===== config.mk =====
export PLATFORM = sky130hd
export DESIGN_NAME = uart_tx_arbiter
export DESIGN_NICKNAME = d
export VERILOG_FILES = /design/src/rtl/uart_tx_arbiter_pkg.sv /design/src/rtl/uart_tx_arbiter_capture.sv /design/src/rtl/uart_tx_arbiter.sv
export SDC_FILE = /design/constraint.sdc
export NUM_CORES = 1
export LEC_CHECK = 0
export CAP_MARGIN = 0
export CORE_ASPECT_RATIO = 1.25
export CORE_MARGIN = 2
export CORE_UTILIZATION = 49
export CTS_CLUSTER_SIZE = 14
export DETAILED_ROUTE_END_ITERATION = 12
export PLACE_DENSITY = 0.78
export REMOVE_ABC_BUFFERS = 1
export SYNTH_ARGS = -nofsm -noshare
export SYNTH_HDL_FRONTEND = slang
export SYNTH_SLANG_ARGS = --single-unit
export TNS_END_PERCENT = 5

===== constraint.sdc =====
create_clock -name clk -period 1.8 [get_ports clk]
set_input_delay 0.18 -clock clk [delete_from_list [all_inputs] [get_ports clk]]
set_output_delay 0.18 -clock clk [all_outputs]
set_load 0.05 [all_outputs]

===== src/rtl/uart_tx_arbiter_pkg.sv =====
`default_nettype none
// ============================================================================
// Module      : lib_uart_arb (package)
// Description : Shared types and helpers for the two-port UART TX arbiter.
//               Holds the arbiter state encoding, the port identifiers and the
//               round-robin selection helper used by the top level.
// Revision    : 1.0 - initial release
// ============================================================================
package lib_uart_arb;

    // Arbiter sequencing: IDLE picks a port, ISSUE drives the one-cycle
    // request, WAIT_BUSY waits for the transmitter to accept, WAIT_DONE
    // waits for it to finish shifting the byte out.
    typedef enum logic [1:0] {
        IDLE      = 2'd0,
        ISSUE     = 2'd1,
        WAIT_BUSY = 2'd2,
        WAIT_DONE = 2'd3
    } ARB_STATE;

    localparam logic PORT_CPU = 1'b0;
    localparam logic PORT_DBG = 1'b1;

    // Round-robin pick between the two ports. With both pending, the port
    // that did not win last time is chosen; otherwise the pending one.
    // Only meaningful when at least one port is pending.
    function automatic logic pick_port(
        input logic pend_cpu,
        input logic pend_dbg,
        input logic last_grant
    );
        logic sel;
        if (pend_cpu && pend_dbg) begin
            sel = ~last_grant;
        end else if (pend_cpu) begin
            sel = PORT_CPU;
        end else begin
            sel = PORT_DBG;
        end
        return sel;
    endfunction

endpackage
`default_nettype wire


===== src/rtl/uart_tx_arbiter_capture.sv =====
`default_nettype none
// ============================================================================
// Module      : tx_req_capture
// Description : Per-port request front end for the UART TX arbiter.
//               Detects the rising edge of the requester's level signal,
//               holds one byte until the arbiter takes it, and raises a
//               sticky overrun flag when a byte arrives that cannot be held.
//
// Ports
//   clk      in   system clock
//   reset    in   synchronous, active-high
//   req      in   requester level; a 0->1 transition offers one byte
//   data     in   byte offered with the edge
//   take     in   arbiter grant: the held byte has been copied out
//   owned    in   this port currently owns the transmitter
//   pending  out  a byte is held and waiting for a grant
//   data_q   out  the held byte
//   ovf      out  sticky overrun flag
//
// Revision    : 1.0 - initial release
// ============================================================================
module tx_req_capture
    import lib_uart_arb::*;
#(
    parameter int DATA_W = 8
) (
    input  logic              clk,
    input  logic              reset,
    input  logic              req,
    input  logic [DATA_W-1:0] data,
    input  logic              take,
    input  logic              owned,
    output logic              pending,
    output logic [DATA_W-1:0] data_q,
    output logic              ovf
);

    logic              r_req_q;
    logic              r_pending;
    logic              r_ovf;
    logic [DATA_W-1:0] r_data;
    logic              w_edge;

    assign w_edge = req & ~r_req_q;

    // A take always coincides with r_pending=1, so an edge in that same
    // cycle is treated as an overrun and never collides with the clear.
    always_ff @(posedge clk) begin
        if (reset) begin
            r_req_q   <= 1'b0;
            r_pending <= 1'b0;
            r_ovf     <= 1'b0;
            r_data    <= '0;
        end else begin
            r_req_q <= req;
            if (take) begin
                r_pending <= 1'b0;
            end
            if (w_edge) begin
                if (r_pending || owned) begin
                    r_ovf <= 1'b1;
                end else begin
                    r_pending <= 1'b1;
                    r_data    <= data;
                end
            end
        end
    end

    assign pending = r_pending;
    assign data_q  = r_data;
    assign ovf     = r_ovf;

endmodule
`default_nettype wire


===== src/rtl/uart_tx_arbiter.sv =====
`default_nettype none
// ============================================================================
// Module      : uart_tx_arbiter
// Description : Shares one UART transmitter between the CPU (port 0) and the
//               debug streamer (port 1). Each port sees a transmitter-like
//               req/data/busy interface. Bytes are captured per port, granted
//               round-robin, issued to the UART as a one-cycle request, and
//               the UART busy signal is tracked until the byte is out.
//
// Ports
//   clk          in   system clock
//   reset        in   synchronous, active-high
//   cpu_tx_req   in   port 0 request level (rising edge = one byte)
//   cpu_tx_data  in   port 0 byte
//   cpu_tx_busy  out  port 0 byte pending or in flight
//   cpu_tx_ovf   out  port 0 sticky overrun
//   dbg_tx_*     --   same set for port 1
//   tx_req       out  one-cycle request to the UART transmitter
//   tx_data      out  byte to the UART, stable from issue to next grant
//   tx_busy      in   UART transmitter busy
//
// Revision    : 1.0 - initial release
// ============================================================================
module uart_tx_arbiter
    import lib_uart_arb::*;
#(
    parameter int DATA_W = 8
) (
    input  logic              clk,
    input  logic              reset,
    input  logic              cpu_tx_req,
    input  logic [DATA_W-1:0] cpu_tx_data,
    output logic              cpu_tx_busy,
    output logic              cpu_tx_ovf,
    input  logic              dbg_tx_req,
    input  logic [DATA_W-1:0] dbg_tx_data,
    output logic              dbg_tx_busy,
    output logic              dbg_tx_ovf,
    output logic              tx_req,
    output logic [DATA_W-1:0] tx_data,
    input  logic              tx_busy
);

    ARB_STATE          r_state;
    ARB_STATE          w_state_nxt;
    logic              r_owner;
    logic              r_last_grant;
    logic [DATA_W-1:0] r_tx_data;

    logic              w_grant;
    logic              w_grant_port;
    logic              w_in_use;
    logic [1:0]        w_pend;
    logic [1:0]        w_take;
    logic [1:0]        w_owned;
    logic [DATA_W-1:0] w_cpu_byte;
    logic [DATA_W-1:0] w_dbg_byte;

    // ------------------------------------------------------------------
    // Per-port capture
    // ------------------------------------------------------------------
    tx_req_capture #(
        .DATA_W (DATA_W)
    ) u_cap_cpu (
        .clk     (clk),
        .reset   (reset),
        .req     (cpu_tx_req),
        .data    (cpu_tx_data),
        .take    (w_take[0]),
        .owned   (w_owned[0]),
        .pending (w_pend[0]),
        .data_q  (w_cpu_byte),
        .ovf     (cpu_tx_ovf)
    );

    tx_req_capture #(
        .DATA_W (DATA_W)
    ) u_cap_dbg (
        .clk     (clk),
        .reset   (reset),
        .req     (dbg_tx_req),
        .data    (dbg_tx_data),
        .take    (w_take[1]),
        .owned   (w_owned[1]),
        .pending (w_pend[1]),
        .data_q  (w_dbg_byte),
        .ovf     (dbg_tx_ovf)
    );

    // ------------------------------------------------------------------
    // Ownership and grant selection
    // ------------------------------------------------------------------
    assign w_in_use     = (r_state != IDLE);
    assign w_owned[0]   = w_in_use && (r_owner == PORT_CPU);
    assign w_owned[1]   = w_in_use && (r_owner == PORT_DBG);
    assign w_grant_port = pick_port(w_pend[0], w_pend[1], r_last_grant);
    assign w_take[0]    = w_grant && (w_grant_port == PORT_CPU);
    assign w_take[1]    = w_grant && (w_grant_port == PORT_DBG);

    // ------------------------------------------------------------------
    // FSM next state
    // ------------------------------------------------------------------
    always_comb begin
        w_state_nxt = r_state;
        w_grant     = 1'b0;
        case (r_state)
            IDLE: begin
                // A busy transmitter here belongs to someone else (or to a
                // transfer cut short by reset); never stack a request on it.
                if (!tx_busy && (|w_pend)) begin
                    w_grant     = 1'b1;
                    w_state_nxt = ISSUE;
                end
            end
            ISSUE: begin
                w_state_nxt = WAIT_BUSY;
            end
            WAIT_BUSY: begin
                if (tx_busy) begin
                    w_state_nxt = WAIT_DONE;
                end
            end
            WAIT_DONE: begin
                if (!tx_busy) begin
                    w_state_nxt = IDLE;
                end
            end
            default: begin
                w_state_nxt = IDLE;
            end
        endcase
    end

    // ------------------------------------------------------------------
    // FSM state and grant registers
    // ------------------------------------------------------------------
    always_ff @(posedge clk) begin
        if (reset) begin
            r_state      <= IDLE;
            r_owner      <= PORT_CPU;
            r_last_grant <= PORT_DBG;
            r_tx_data    <= '0;
        end else begin
            r_state <= w_state_nxt;
            if (w_grant) begin
                r_owner      <= w_grant_port;
                r_last_grant <= w_grant_port;
                r_tx_data    <= (w_grant_port == PORT_DBG) ? w_dbg_byte : w_cpu_byte;
            end
        end
    end

    // ------------------------------------------------------------------
    // Outputs: all derived directly from registers
    // ------------------------------------------------------------------
    assign tx_req      = (r_state == ISSUE);
    assign tx_data     = r_tx_data;
    assign cpu_tx_busy = w_pend[0] | w_owned[0];
    assign dbg_tx_busy = w_pend[1] | w_owned[1];

endmodule
`default_nettype wire


* Word-level counts from Yosys, hierarchy flattened *
Cells that the tools add are included.

storage, ports and cells
  bits of input ports = 21
  output and inout port bits = 13
  register bits = 34
  logic and storage cells = 61

operators by class
  equality and inequality tests = 6
  bitwise gates (word level) = 11
  mux-type cells = 15
  reductions and logical operators = 17

operators by type and width
  cell                                                                    number
  1-bit two-way mux                                                       10
  8-bit two-way mux                                                       1
  2-bit one-hot mux with 4 select lines                                   1
  2-bit AND reduction                                                     4
  1-bit inverter                                                          7
  1-bit logical AND                                                       6
  2-bit two-way mux                                                       3
  2-bit inequality test (second input constant)                           3
  2-bit equality test (second input constant)                             2
  3-bit AND reduction                                                     1
  1-bit AND                                                               2
  2-bit by 1-bit equality test with 1-bit output (second input constant)  1
  2-bit zero test                                                         1
  1-bit logical OR                                                        2
  1-bit bitwise OR                                                        2
  2-bit nonzero test                                                      1
  2-bit OR reduction                                                      1
  1-bit zero test                                                         1

* Logic depth before layout (Yosys ltp) *
  depth after elaboration = 8
  depth in mapped cells = 7
  mapped depth without buffers = 6

* By module *
Synthesis repeated with hierarchy kept, for this count alone.

unflattened totals
  cell total of the unflattened synthesis = 176
  area total of the unflattened synthesis = 1,549.0 µm²

by module, submodules not included
  module           times used  cells each  area each (µm²)  sequential area each (µm²)
  tx_req_capture   2           46          402.9            220.2
  uart_tx_arbiter  1           84          743.2            240.2

* Worst setup path after synthesis *
OpenSTA, ideal clock, no wires.

  kind = flip-flop to flip-flop
  start point = register r_state[0]
  end point = register u_cap_cpu.r_data[2] (netlist: u_cap_cpu.data_q[2])
  cell stages (with the launch flop) = 8
  arrival = 2.000 ns
  buffers on the path = 1
  required time = 1.672 ns
  path slack = -0.327 ns
  period minus slack after synthesis = 2.127 ns
  library setup time = 0.128 ns
  path through = dfxtp_1 -> inv_1 -> ha_1 -> o21bai_1 -> nor3b_1 -> buf_4 -> mux2i_1 -> nor2_1

between the ends
  longest elaborated chain between the ends = 5

ends and longest elaborated chain
  element                        RTL line                       text
  start, declared                uart_tx_arbiter.sv:44          ARB_STATE r_state;
  start signal, assigned         uart_tx_arbiter.sv:144         r_state <= w_state_nxt;
  2-bit nonzero test             uart_tx_arbiter.sv:93          assign w_in_use = (r_state != IDLE);
  1-bit logical AND              uart_tx_arbiter.sv:94          assign w_owned[0] = w_in_use && (r_owner == PORT_CPU);
  1-bit logical OR               uart_tx_arbiter_capture.sv:60  if (r_pending || owned) begin
  1-bit inverter (no line)       -
  2-bit AND reduction (no line)  -
  end signal, assigned           uart_tx_arbiter_capture.sv:64  r_data <= data;
  end, declared                  uart_tx_arbiter_capture.sv:41  logic [DATA_W-1:0] r_data;

No other way between the ends.
A chain may end at the register's enable or synchronous reset.

* Final worst setup path *
  start point = register r_state[1]
  end point = output cpu_tx_busy

between the ends
  longest elaborated chain between the ends = 3

ends and longest elaborated chain
  element             RTL line                text
  2-bit nonzero test  uart_tx_arbiter.sv:93
  1-bit logical AND   uart_tx_arbiter.sv:94
  1-bit bitwise OR    uart_tx_arbiter.sv:158  assign cpu_tx_busy = w_pend[0] | w_owned[0];
  end, declared       uart_tx_arbiter.sv:33   output logic cpu_tx_busy,

No other way between the ends.

==> run summary <==
Core area -> 2918 um^2
Met3 Resource Use GR -> 0.06109
CP max stage cell -> dfxtp_1
LEAKAGE -> 0.8317 nW
Cell Pwr Density -> 1365 nW/um^2
WP buf/inv -> 3
Pre-antenna DRT Iters -> 4
Synth top area share -> 0.4548
Post-route setup slack -> 80.10 ps
Initial DRC count -> 23
Critical path class -> flip-flop to output pin
N_diodes -> 0
#FFs+latches synth -> 34
Post-Syn Area per Cell -> 10.39 um^2
Worst Skew -> 6.217 ps
Register area share after synthesis -> 0.4548
Hold_sp -> dbg_tx_data[7]
Cells after Synth -> 144
Initial core utilization -> 0.5129
Fin cells -> 224
Via count of the first global-routing pass -> 1,202
Delay-heaviest family, CP -> buffers and inverters
Crit path cell chain -> inv_1, ha_4, o21bai_1, buf_4, buf_12
Root Buffer -> clkbuf_4
RD Place Congestion -> 0.7856
Largest net degree at the start of global routing -> 19
Slew Limit Headroom -> 0.6198
DIE WIDTH -> 53.43 um
Placement Setup Slack -> 10.22 ps
Fin crit share -> 0.9555
Crit path launch type -> flip-flop
Antenna viol nets, final -> 0
Min-Delay Path Class -> primary input to flip-flop
Fin area -> 2014 um^2
Most common flop cell mapped by yosys -> dfxtp_1
Synth top area cells -> dfxtp_1 45%, mux2i_1 17%, nor2_1 8.5%
Worst path required time -> 1620 ps
Hold-fix buffer count after cts -> 0
Nets -> 213
Routed wire length -> 2905 um
Hold Fails Final Rpt -> 0
Fraction of layout cells with a size suffix above 1 -> 0.2234
Tmin final -> 1720 ps
PortBufs -> 33
CTS tree -> done
WL/cell -> 12.97 um
Clock Path Buffers -> 2
Post-synth cell types -> 29
Hold path depth -> 3
Mapped Area -> 1496 um^2
Top cell type by total area after synthesis -> dfxtp_1
Critical path depth in cells -> 5
Measured slew at the worst slew-check pin -> 568.5 ps
Placed instance count -> 216
Worst reg2reg startpoint -> r_state[1]$_SDFFE_PP0P_
Placed cell area -> 1942 um^2
Worst-path clk slew -> 100 ps
GR peak layer -> met2
Vias -> 1,140
Crit Path Max Fanout -> 5
Run status -> finished, final reports clean
Met1 GRT Util -> 0.2216
Placed wire-length estimate -> 2160 um
Endpoints failing setup -> 0
Initial antenna violation count -> 0
RSZ-0062 raised after global routing -> true
Hold_ws -> 456.5 ps
Global routing usage on met2 -> 0.3380
TritonCTS Sinks -> 34
Reg-to-reg slack, setup -> 110 ps
Post-synth EDFFs -> 0
Maximum Capacitance Violations -> 0
Ys async rst share -> 0
R2R cell count -> 7
CP endpoint kind -> output pin
CP arrival -> 1540 ps
DIE HEIGHT -> 65.79 um
Via-per-instance ratio -> 5.089
Std-Cell Rows -> 22
Io pins -> 34
Die area -> 3515 um^2
Worst setup path end -> cpu_tx_busy
Gr usage total -> 0.1957
Setup crit start -> r_state[1]$_SDFFE_PP0P_
Synth warn -> 0
Worst R2R End -> u_cap_dbg.data_q[6]$_SDFFE_PP0P_
# DRC -> 0
Core Util, Final -> 0.6904
Worst skew pair latency -> 330 ps
FMAX -> 581.4 MHz
H-tree levels -> 2
GRT overflow -> 0
Num CTS Buffers -> 5
VDD IR max -> 0.9923 mV
Area added between synthesis and finish -> 34.62%
CP peak stage delay -> 390 ps
Max-slew violations -> 0
First-pass GRT wire length -> 5016 um
[state kept, by name, indices dropped and copies added (netlist names)]
signal,flops
u_cap_dbg.r_req_q,1
u_cap_cpu.data_q,8
u_cap_cpu.r_req_q,1
r_last_grant,1
u_cap_dbg.pending,1
u_cap_cpu.pending,1
u_cap_dbg.data_q,8
tx_data,8
u_cap_cpu.ovf,1
r_owner,1
r_state,2
u_cap_dbg.ovf,1
[power breakdown]
| part | internal, mW | total (mW) | switching, mW | leakage, nW |
|---|---|---|---|---|
| clock network | 0.189 | 0.437 | 0.248 | 0.0353 |
| registers | 0.886 | 0.981 | 0.0944 | 0.279 |
| logic | 0.583 | 1.33 | 0.749 | 0.518 |
| total | 1.66 | 2.75 | 1.09 | 0.832 |
[how the worst min path moves through the flow]
stage / endpoint
2_1_floorplan: tx_data[0]$_SDFFE_PP0N_
3_3_place_gp: u_cap_dbg.ovf$_SDFFE_PP0P_
3_5_place_dp: u_cap_dbg.ovf$_SDFFE_PP0P_
4_1_cts: u_cap_dbg.data_q[7]$_SDFFE_PP0P_
5_1_grt: u_cap_dbg.data_q[1]$_SDFFE_PP0P_
6_report: u_cap_dbg.data_q[7]$_SDFFE_PP0P_
[through the flow]
step | setup TNS, ps | total power, mW
3_5_place_dp | 0 | 2.307
5_1_grt | -15.14 | 2.903
3_3_place_gp | 0 | 2.260
2_1_floorplan | -6298 | 1.824
6_report | 0 | 2.750
4_1_cts | 0 | 2.750
[layout by cell type, fill, tap and decap left out, drive strengths merged, types with 3 or more instances in the layout]
cell | Yosys | layout
dfxtp | 34 | 34
a211oi | 8 | 8
mux2i | 25 | 25
nor2 | 35 | 35
clkbuf | 4 | 7
buf | 4 | 14
o21ai | 3 | 3
a21oi | 3 | 3
clkdlybuf4s50 | 0 | 30
inv | 8 | 8
ha | 5 | 5
[cell families after synthesis]
kind of cell,Yosys count,synth area share
simple gates,41,0.1263
flops,34,0.4548
mux,25,0.1672
compound gates,23,0.1497
buf+inv,16,0.06020
fa+ha+maj,5,0.04181
[layout make-up]
cell class	count	area, um^2
clock buffer	7	55.05
clock inverter	1	5.005
fill	235	903.4
inverter	8	30.03
multi-input combinational	94	743.2
sequential	34	680.7
tap	36	45.04
timing repair buffer	44	455.4
[worst register-to-register path, cell delays in order, from the launching register on]
cell,delay [ps]
dfxtp_1,350
inv_1,140
ha_4,170
inv_2,70
a2111oi_4,400
buf_12,180
mux2i_1,190
nor2_1,50
[layer usage]
metal  vias to the layer above  routed length (um)  share of wire
met5                         -                   0              0
met3                         6                 123          0.042
li1                        575                   -              -
met2                        26                1466           0.50
met4                         0                  57          0.020
met1                       533                1257           0.43
[synth_stat cells (3+ instances only)]
master    number
dfxtp_1       34
nor2_1        34
mux2i_1       25
a211oi_2       7
inv_1          6
ha_1           5
clkbuf_1       4
a21oi_1        3
[repair_timing]
item                                   CTS  global route
endpoints found under the hold margin    0             0
setup buffers                            0             0
setup endpoints to repair                2            10
gates resized for setup                  1             2
(Power assumes the default switching activity.)
